## src/rtl/imm_extend_unit_pkg.sv

```systemverilog
// Shared constants for the immediate extension unit.
// The decoder and the control logic both use these names for mode and state encodings.
package imm_extend_unit_pkg;

  // Immediate extension modes, as carried on in_mode.
  typedef enum logic [1:0] {
    MODE_SEXT      = 2'b00,
    MODE_ZEXT      = 2'b01,
    MODE_SEXT_SHL1 = 2'b10,
    MODE_CONCAT    = 2'b11
  } mode_e;

  // Control states: IDLE, or holding the upper beat of a CONCAT pair.
  typedef enum logic {
    ST_IDLE    = 1'b0,
    ST_HI_HELD = 1'b1
  } state_e;

endpackage : imm_extend_unit_pkg

```

## src/rtl/imm_extend_core.sv

```systemverilog
// Purely combinational single-beat extension: SEXT, ZEXT or SEXT shifted left by one.
// CONCAT is assembled by the enclosing unit. In that mode this block returns
// the SEXT result, and the unit ignores it.
module imm_extend_core
  import imm_extend_unit_pkg::*;
#(
  parameter int IN_W  = 8,
  parameter int OUT_W = 16
) (
  input  logic [IN_W-1:0]  data_i,
  input  logic [1:0]       mode_i,
  output logic [OUT_W-1:0] data_o
);

  logic [OUT_W-1:0] sext_w;
  logic [OUT_W-1:0] zext_w;
  mode_e            mode_w;

  assign mode_w = mode_e'(mode_i);
  assign sext_w = {{(OUT_W-IN_W){data_i[IN_W-1]}}, data_i};
  assign zext_w = {{(OUT_W-IN_W){1'b0}}, data_i};

  // Select the extension result. The shift drops the MSB of the sign-extended word.
  always_comb begin
    data_o = sext_w;
    case (mode_w)
      MODE_ZEXT:      data_o = zext_w;
      MODE_SEXT_SHL1: data_o = {sext_w[OUT_W-2:0], 1'b0};
      default:        data_o = sext_w;
    endcase
  end

endmodule : imm_extend_core

```

## src/rtl/imm_extend_unit.sv

```systemverilog
// Immediate extension unit. It has a valid/ready input and a one-entry registered output.
// Single-beat modes produce a word one cycle after they are accepted.
// CONCAT takes two beats: the upper part comes first and the lower part second.
// The legal parameter range is IN_W < OUT_W <= 2*IN_W.
module imm_extend_unit
  import imm_extend_unit_pkg::*;
#(
  parameter int IN_W  = 8,
  parameter int OUT_W = 16
) (
  input  logic             clk,
  input  logic             rst_n,
  input  logic             flush,
  input  logic             in_valid,
  output logic             in_ready,
  input  logic [IN_W-1:0]  in_data,
  input  logic [1:0]       in_mode,
  output logic             out_valid,
  input  logic             out_ready,
  output logic [OUT_W-1:0] out_data,
  output logic             hi_pending
);

  localparam int HI_W = OUT_W - IN_W;

  state_e           state_q;
  logic [HI_W-1:0]  hi_q;
  logic             out_valid_q;
  logic [OUT_W-1:0] out_data_q;
  logic             hi_pending_q;
  logic [OUT_W-1:0] ext_d;
  logic             accept;
  mode_e            mode_w;

  assign mode_w = mode_e'(in_mode);

  // The output slot is free when it is empty or is draining this edge. Flush blocks any accept.
  assign in_ready = (!out_valid_q || out_ready) && !flush;
  assign accept   = in_valid && in_ready;

  imm_extend_core #(
    .IN_W  (IN_W),
    .OUT_W (OUT_W)
  ) u_core (
    .data_i (in_data),
    .mode_i (in_mode),
    .data_o (ext_d)
  );

  // Control FSM with output register. Flush has priority over all other events.
  // Reset also clears the held upper part.
  always_ff @(posedge clk or negedge rst_n) begin
    if (!rst_n) begin
      state_q      <= ST_IDLE;
      hi_q         <= '0;
      out_valid_q  <= 1'b0;
      out_data_q   <= '0;
      hi_pending_q <= 1'b0;
    end else if (flush) begin
      state_q      <= ST_IDLE;
      hi_q         <= '0;
      out_valid_q  <= 1'b0;
      hi_pending_q <= 1'b0;
    end else if (accept) begin
      if (state_q == ST_HI_HELD) begin
        // The second beat is always the lower part, whatever its mode.
        out_data_q   <= {hi_q, in_data};
        out_valid_q  <= 1'b1;
        state_q      <= ST_IDLE;
        hi_pending_q <= 1'b0;
      end else if (mode_w == MODE_CONCAT) begin
        // The upper beat produces no word. The slot is free or draining this edge, so it empties.
        hi_q         <= in_data[HI_W-1:0];
        out_valid_q  <= 1'b0;
        state_q      <= ST_HI_HELD;
        hi_pending_q <= 1'b1;
      end else begin
        out_data_q  <= ext_d;
        out_valid_q <= 1'b1;
      end
    end else if (out_ready) begin
      out_valid_q <= 1'b0;
    end
  end

  assign out_valid  = out_valid_q;
  assign out_data   = out_data_q;
  assign hi_pending = hi_pending_q;

endmodule : imm_extend_unit

```

## config.mk

```make
export PLATFORM = sky130hd
export DESIGN_NAME = imm_extend_unit
export DESIGN_NICKNAME = d
export VERILOG_FILES = /design/src/rtl/imm_extend_unit_pkg.sv /design/src/rtl/imm_extend_core.sv /design/src/rtl/imm_extend_unit.sv
export SDC_FILE = /design/constraint.sdc
export NUM_CORES = 1
export LEC_CHECK = 0
export BUFFER_PORTS_ARGS = -buffer_cell sky130_fd_sc_hd__buf_4
export CORE_UTILIZATION = 40
export DETAILED_ROUTE_END_ITERATION = 6
export MAX_ROUTING_LAYER = met4
export PLACE_DENSITY = 0.62
export SYNTH_ARGS = -nofsm -noshare
export SYNTH_HDL_FRONTEND = slang
export SYNTH_SLANG_ARGS = --single-unit
```

## constraint.sdc

```tcl
create_clock -name clk -period 4.9 [get_ports clk]
set_input_delay 0.735 -clock clk [delete_from_list [all_inputs] [get_ports clk]]
set_output_delay 0.735 -clock clk [all_outputs]
set_load 0.05 [all_outputs]
```

Word level (Yosys, flattened, before mapping) --
Index checks and enable logic that the tools add are counted.
Cells by class: multiplexer cells 20, eq/ne operators 5, reductions and logical operators 12, bitwise gates (word level) 1
Operator list (count):
- $mux 16 | 2
- $mux 8 | 4
- $pmux 16 s2 | 1
- $mux 1 | 13
- $reduce_and 3->1 | 2
- $reduce_bool 3->1 | 2
- $eq 2x2->1 const B | 2
- $ne 2x2->1 const B | 2
- $reduce_bool 2->1 | 2
- $eq 2x1->1 const B | 1
- $logic_and 1x1->1 | 2
- $logic_not 1->1 | 2
- $reduce_and 2->1 | 1
- $logic_or 1x1->1 | 1
- $not 1->1 | 1
Word-level totals: output and inout bits 19, bits in registers 27, input bits 15

Depth between registers and ports, before layout --
word-level depth 6, mapped depth 6, mapped depth without buffers 5

Cells and area by module --
A second synthesis with hierarchy kept.
Unflattened totals: cells, all modules 116, area total of the unflattened synthesis 1507.7 um2
Modules (own cells, without submodules):
- imm_extend_unit | area an instance 1318.8 um2, seq. area each 675.6 um2, cells each 92, instances 1
- imm_extend_core | area an instance 188.9 um2, seq. area each 0.0 um2, cells each 24, instances 1

Least setup slack after synthesis --
OpenSTA, ideal clock, no wires.
path type input-to-output, start point input flush, end point output in_ready, required time 4.165 ns, stages 2, arrival 1.592 ns, slack 2.573 ns, cell sequence clkbuf_1 > nor2_1
On the way: word-level cells in the longest chain between the ends 2
RTL lines:
- start: declaration | RTL line imm_extend_unit.sv:13 | input logic flush,
- $logic_not 1->1 | RTL line imm_extend_unit.sv:38 | assign in_ready = (!out_valid_q || out_ready) && !flush;
- $logic_and 1x1->1 | RTL line imm_extend_unit.sv:38
- end: declaration | RTL line imm_extend_unit.sv:15 | output logic in_ready,
No other way between the ends.

Final worst setup path --
start point input in_mode[0], end point register out_data_q[4] (netlist: out_data[4])
On the way: word-level cells in the longest chain between the ends 4
RTL lines:
- start: declaration | RTL line imm_extend_unit.sv:17 | input logic [1:0] in_mode,
- $eq 2x2->1 or $eq 2x1->1 (tied branches) | RTL line imm_extend_core.sv:26 | case (mode_w)
- $pmux 16 s2 | RTL line imm_extend_core.sv:26
- $mux 16 | RTL line imm_extend_unit.sv:71 | end else if (mode_w == MODE_CONCAT) begin
- $mux 16 | RTL line imm_extend_unit.sv:65 | if (state_q == ST_HI_HELD) begin
- end signal: assignment | RTL line imm_extend_unit.sv:67 | out_data_q <= {hi_q, in_data};
- end signal: assignment | RTL line imm_extend_unit.sv:78 | out_data_q <= ext_d;
- end: declaration | RTL line imm_extend_unit.sv:29 | logic [OUT_W-1:0] out_data_q;
Several ways; a longest one is shown, not always the timed one. The select of a mux whose other input is x is not followed. A chain may end at the register's enable or synchronous reset.

==> metrics.md <==
| Metric | Value |
|---|---|
| Status | completed |
| Top layer in use | met4 |
| Multi-input logic area | 609 µm² |
| DR pass1 iterations | 4 |
| Worst vdd ir | 203 µV |
| Final core occ | 52.5% |
| Reg2Reg Depth | 3 |
| Pin count of the biggest net entering global routing | 28 |
| Cell family with most CP delay | simple AND/OR/NAND/NOR gates |
| Transition time of the tightest slew-check pin | 1.11 ns |
| TritonCTS buffer count | 3 |
| First-pass GRT wire length | 4.56 mm |
| NumNets Final | 162 |
| Ys async rst share | 100% |
| Die area | 0.00354 mm² |
| Cell Area, Synth | 0.00132 mm² |
| Tot GR Track Use | 18.4% |
| Placed Area | 0.00160 mm² |
| Met2 wire len | 1.26 mm |
| CTS-repair resized insts | 0 |
| PD cells | 381 mW/mm² |
| CP max stage cell | nor4_4 |
| Cells after Synth | 110 |
| Arrival time worst endpoint | 2.53 ns |
| Vias in the first global route | 956 |
| Die W | 59.5 µm |
| Site Rows | 20 |
| Initial Util | 42.6% |
| CTS tree | built |
| Clock-pin slew on the worst setup and hold paths | 0.15 ns |
| Fin cells | 187 |
| Setup TNS | 0 ns |
| Period utilization | 46.8% |
| Synth warnings | 0 |
| Seq/Total Area, Yosys | 51.1% |
| Critical-path cell list | buf_4 -> ha_1 -> nor2b_1 -> nor4_4 -> mux2_2 |
| Crit start category | input pin |
| Met3 wire len | 113 µm |
| Endpoints failing setup | 0 |
| Die height | 59.5 µm |
| R2r setup slk | 2.73 ns |
| Final wirelength | 2.72 mm |
| Area contributors post-synth | dfrtp_1, mux2_2, mux2_1, nor2b_1, a22o_1 |
| Post-synthesis register bit count | 27 |
| Sink Count | 27 |
| Pleak | 0.790 nW |
| RSZ-0062 raised after global routing | false |
| Distinct cell type count after synthesis | 23 |
| Post-Place Cells | 183 |
| EDFF count, synth | 0 |
| DR WL/cell | 14.5 µm |
| Final Hold Viols | 0 |
| Max-cap violations | 0 |
| Fillers | 305 |
| Global route total overflow | 0 |
| CP peak stage delay | 0.85 ns |
| GP Congestion | 0.732 |
| Port Buffer Count | 33 |
| # diodes | 0 |
| Post-CTS setup buffers | 0 |
| Htree depth | 1 |
| Post-route ant nets | 0 |
| Hold Crit Class | in2async |
| Initial antenna violation count | 0 |
| Clock skew | 0.00311 ns |
| Synth top area share | 51.1% |
| CTS Buffer Depth | 2 |
| CP endpoint kind | register |
| DR vias/cell | 5.15 |
| Post-synth top flop | dfrtp_1 |
| Top post-synthesis cells by count | dfrtp_1, mux2_2, nor2b_1 |
| CP Data Required Time | 5.14 ns |
| Clock latency on the worst-skew pair | 0.33 ns |
| DRC Markers | 0 |
| Area delta synth->final | 23.2% |
| Final Cell Area | 0.00163 mm² |
| Ports | 34 |
| Post-DP HPWL | 1.92 mm |
| CTS Root Cell | clkbuf_4 |
| Most common cell in the synthesized netlist | dfrtp_1 |
| R2r startpoint | state_q |
| Layout cell share with drive strength beyond 1 | 37.1% |
| M1 wire length | 1.30 mm |
| Worst slew margin | 25.7% |
| CP max FO | 17 |
| Slew Viols, Final | 0 |
| Worst setup path startpoint | in_mode[0] |
| Max Fclk | 0.437 GHz |
| Hold-fix buffers, CTS | 0 |
| Sequential cell area | 676 µm² |
| Critical path type | in2reg |
| CP bufs+invs | 1 |
| Min Tclk post-route | 2.29 ns |
| Via count | 963 |
| Cell accounting for the most synthesized area | dfrtp_1 |
| Core area | 0.00310 mm² |
| Syn avg cell area | 12.0 µm² |
| Synthesized Nets | 128 |
| Initial DRC count | 31 |
| Reg2reg end | out_data[4] |
## power by group
part           internal, W  total [W]  switching (W)
logic            0.0000817   0.000246       0.000164
registers         0.000256   0.000275      0.0000187
clock network    0.0000320   0.000100      0.0000683
total             0.000370   0.000621       0.000251
## worst max path at each step
stage,endpoint,slack (ns),depth (start not counted)
finish,out_data[4],2.61,5
global route,out_data[14],2.52,5
CTS,out_data[4],2.60,5
floorplan,in_ready,2.57,2
global placement,out_data[4],2.29,5
detailed placement,out_data[4],2.23,5
## state kept, by name, summed over array words and instances (netlist names)
signal	cells
state_q	1
out_valid	1
hi_pending	1
hi_q	8
out_data	16
## placed cells by master (no fill, tap or decap)
cell type | Yosys | layout
a21oi_1 | 1 | 1
a22o_1 | 7 | 7
a311oi_1 | 1 | 1
a31oi_1 | 1 | 1
buf_4 | 0 | 33
clkbuf_1 | 3 | 1
clkbuf_4 | 0 | 3
dfrtp_1 | 27 | 27
ha_1 | 3 | 3
inv_1 | 3 | 3
inv_2 | 1 | 1
mux2_1 | 8 | 8
mux2_2 | 15 | 15
mux2i_1 | 1 | 1
nand2_1 | 9 | 9
nand2b_1 | 2 | 2
nand4b_1 | 2 | 2
nor2_1 | 2 | 2
nor2b_1 | 10 | 10
nor3b_1 | 1 | 1
nor4_4 | 1 | 1
o21ai_0 | 9 | 9
o21bai_1 | 1 | 1
or3_1 | 1 | 1
## metrics by stage
stage	hold slack, ns	total power [W]	worst slack (ns)
5_1_grt	0.280	0.000654	2.52
4_1_cts	0.286	0.000629	2.60
6_report	0.283	0.000621	2.61
2_1_floorplan	0.439	0.000444	2.57
3_5_place_dp	0.481	0.000528	2.23
3_3_place_gp	0.474	0.000524	2.29
## routing by layer
metal	GRT usage (%)	up-vias
li1	-	454
met1	24.2	476
met2	27.8	27
met3	2.18	6
met4	9.63	0
met5	-	-
## kinds of logic after synthesis
family,Yosys count,synth area share [%]
compound gates,20,10.1
fa+ha+maj,3,2.84
buf+inv,8,2.84
flops,27,51.1
mux,24,20.3
simple gates,28,12.8
## layout make-up
type / instances / area share, %
Sequential cell: 27 / 41.5
Multi-Input combinational cell: 75 / 37.4
Timing Repair Buffer: 33 / 15.2
Tap cell: 44 / 3.38
Clock buffer: 4 / 1.61
Inverter: 4 / 0.922
Note: power is estimated with default switching activity, not from simulation.
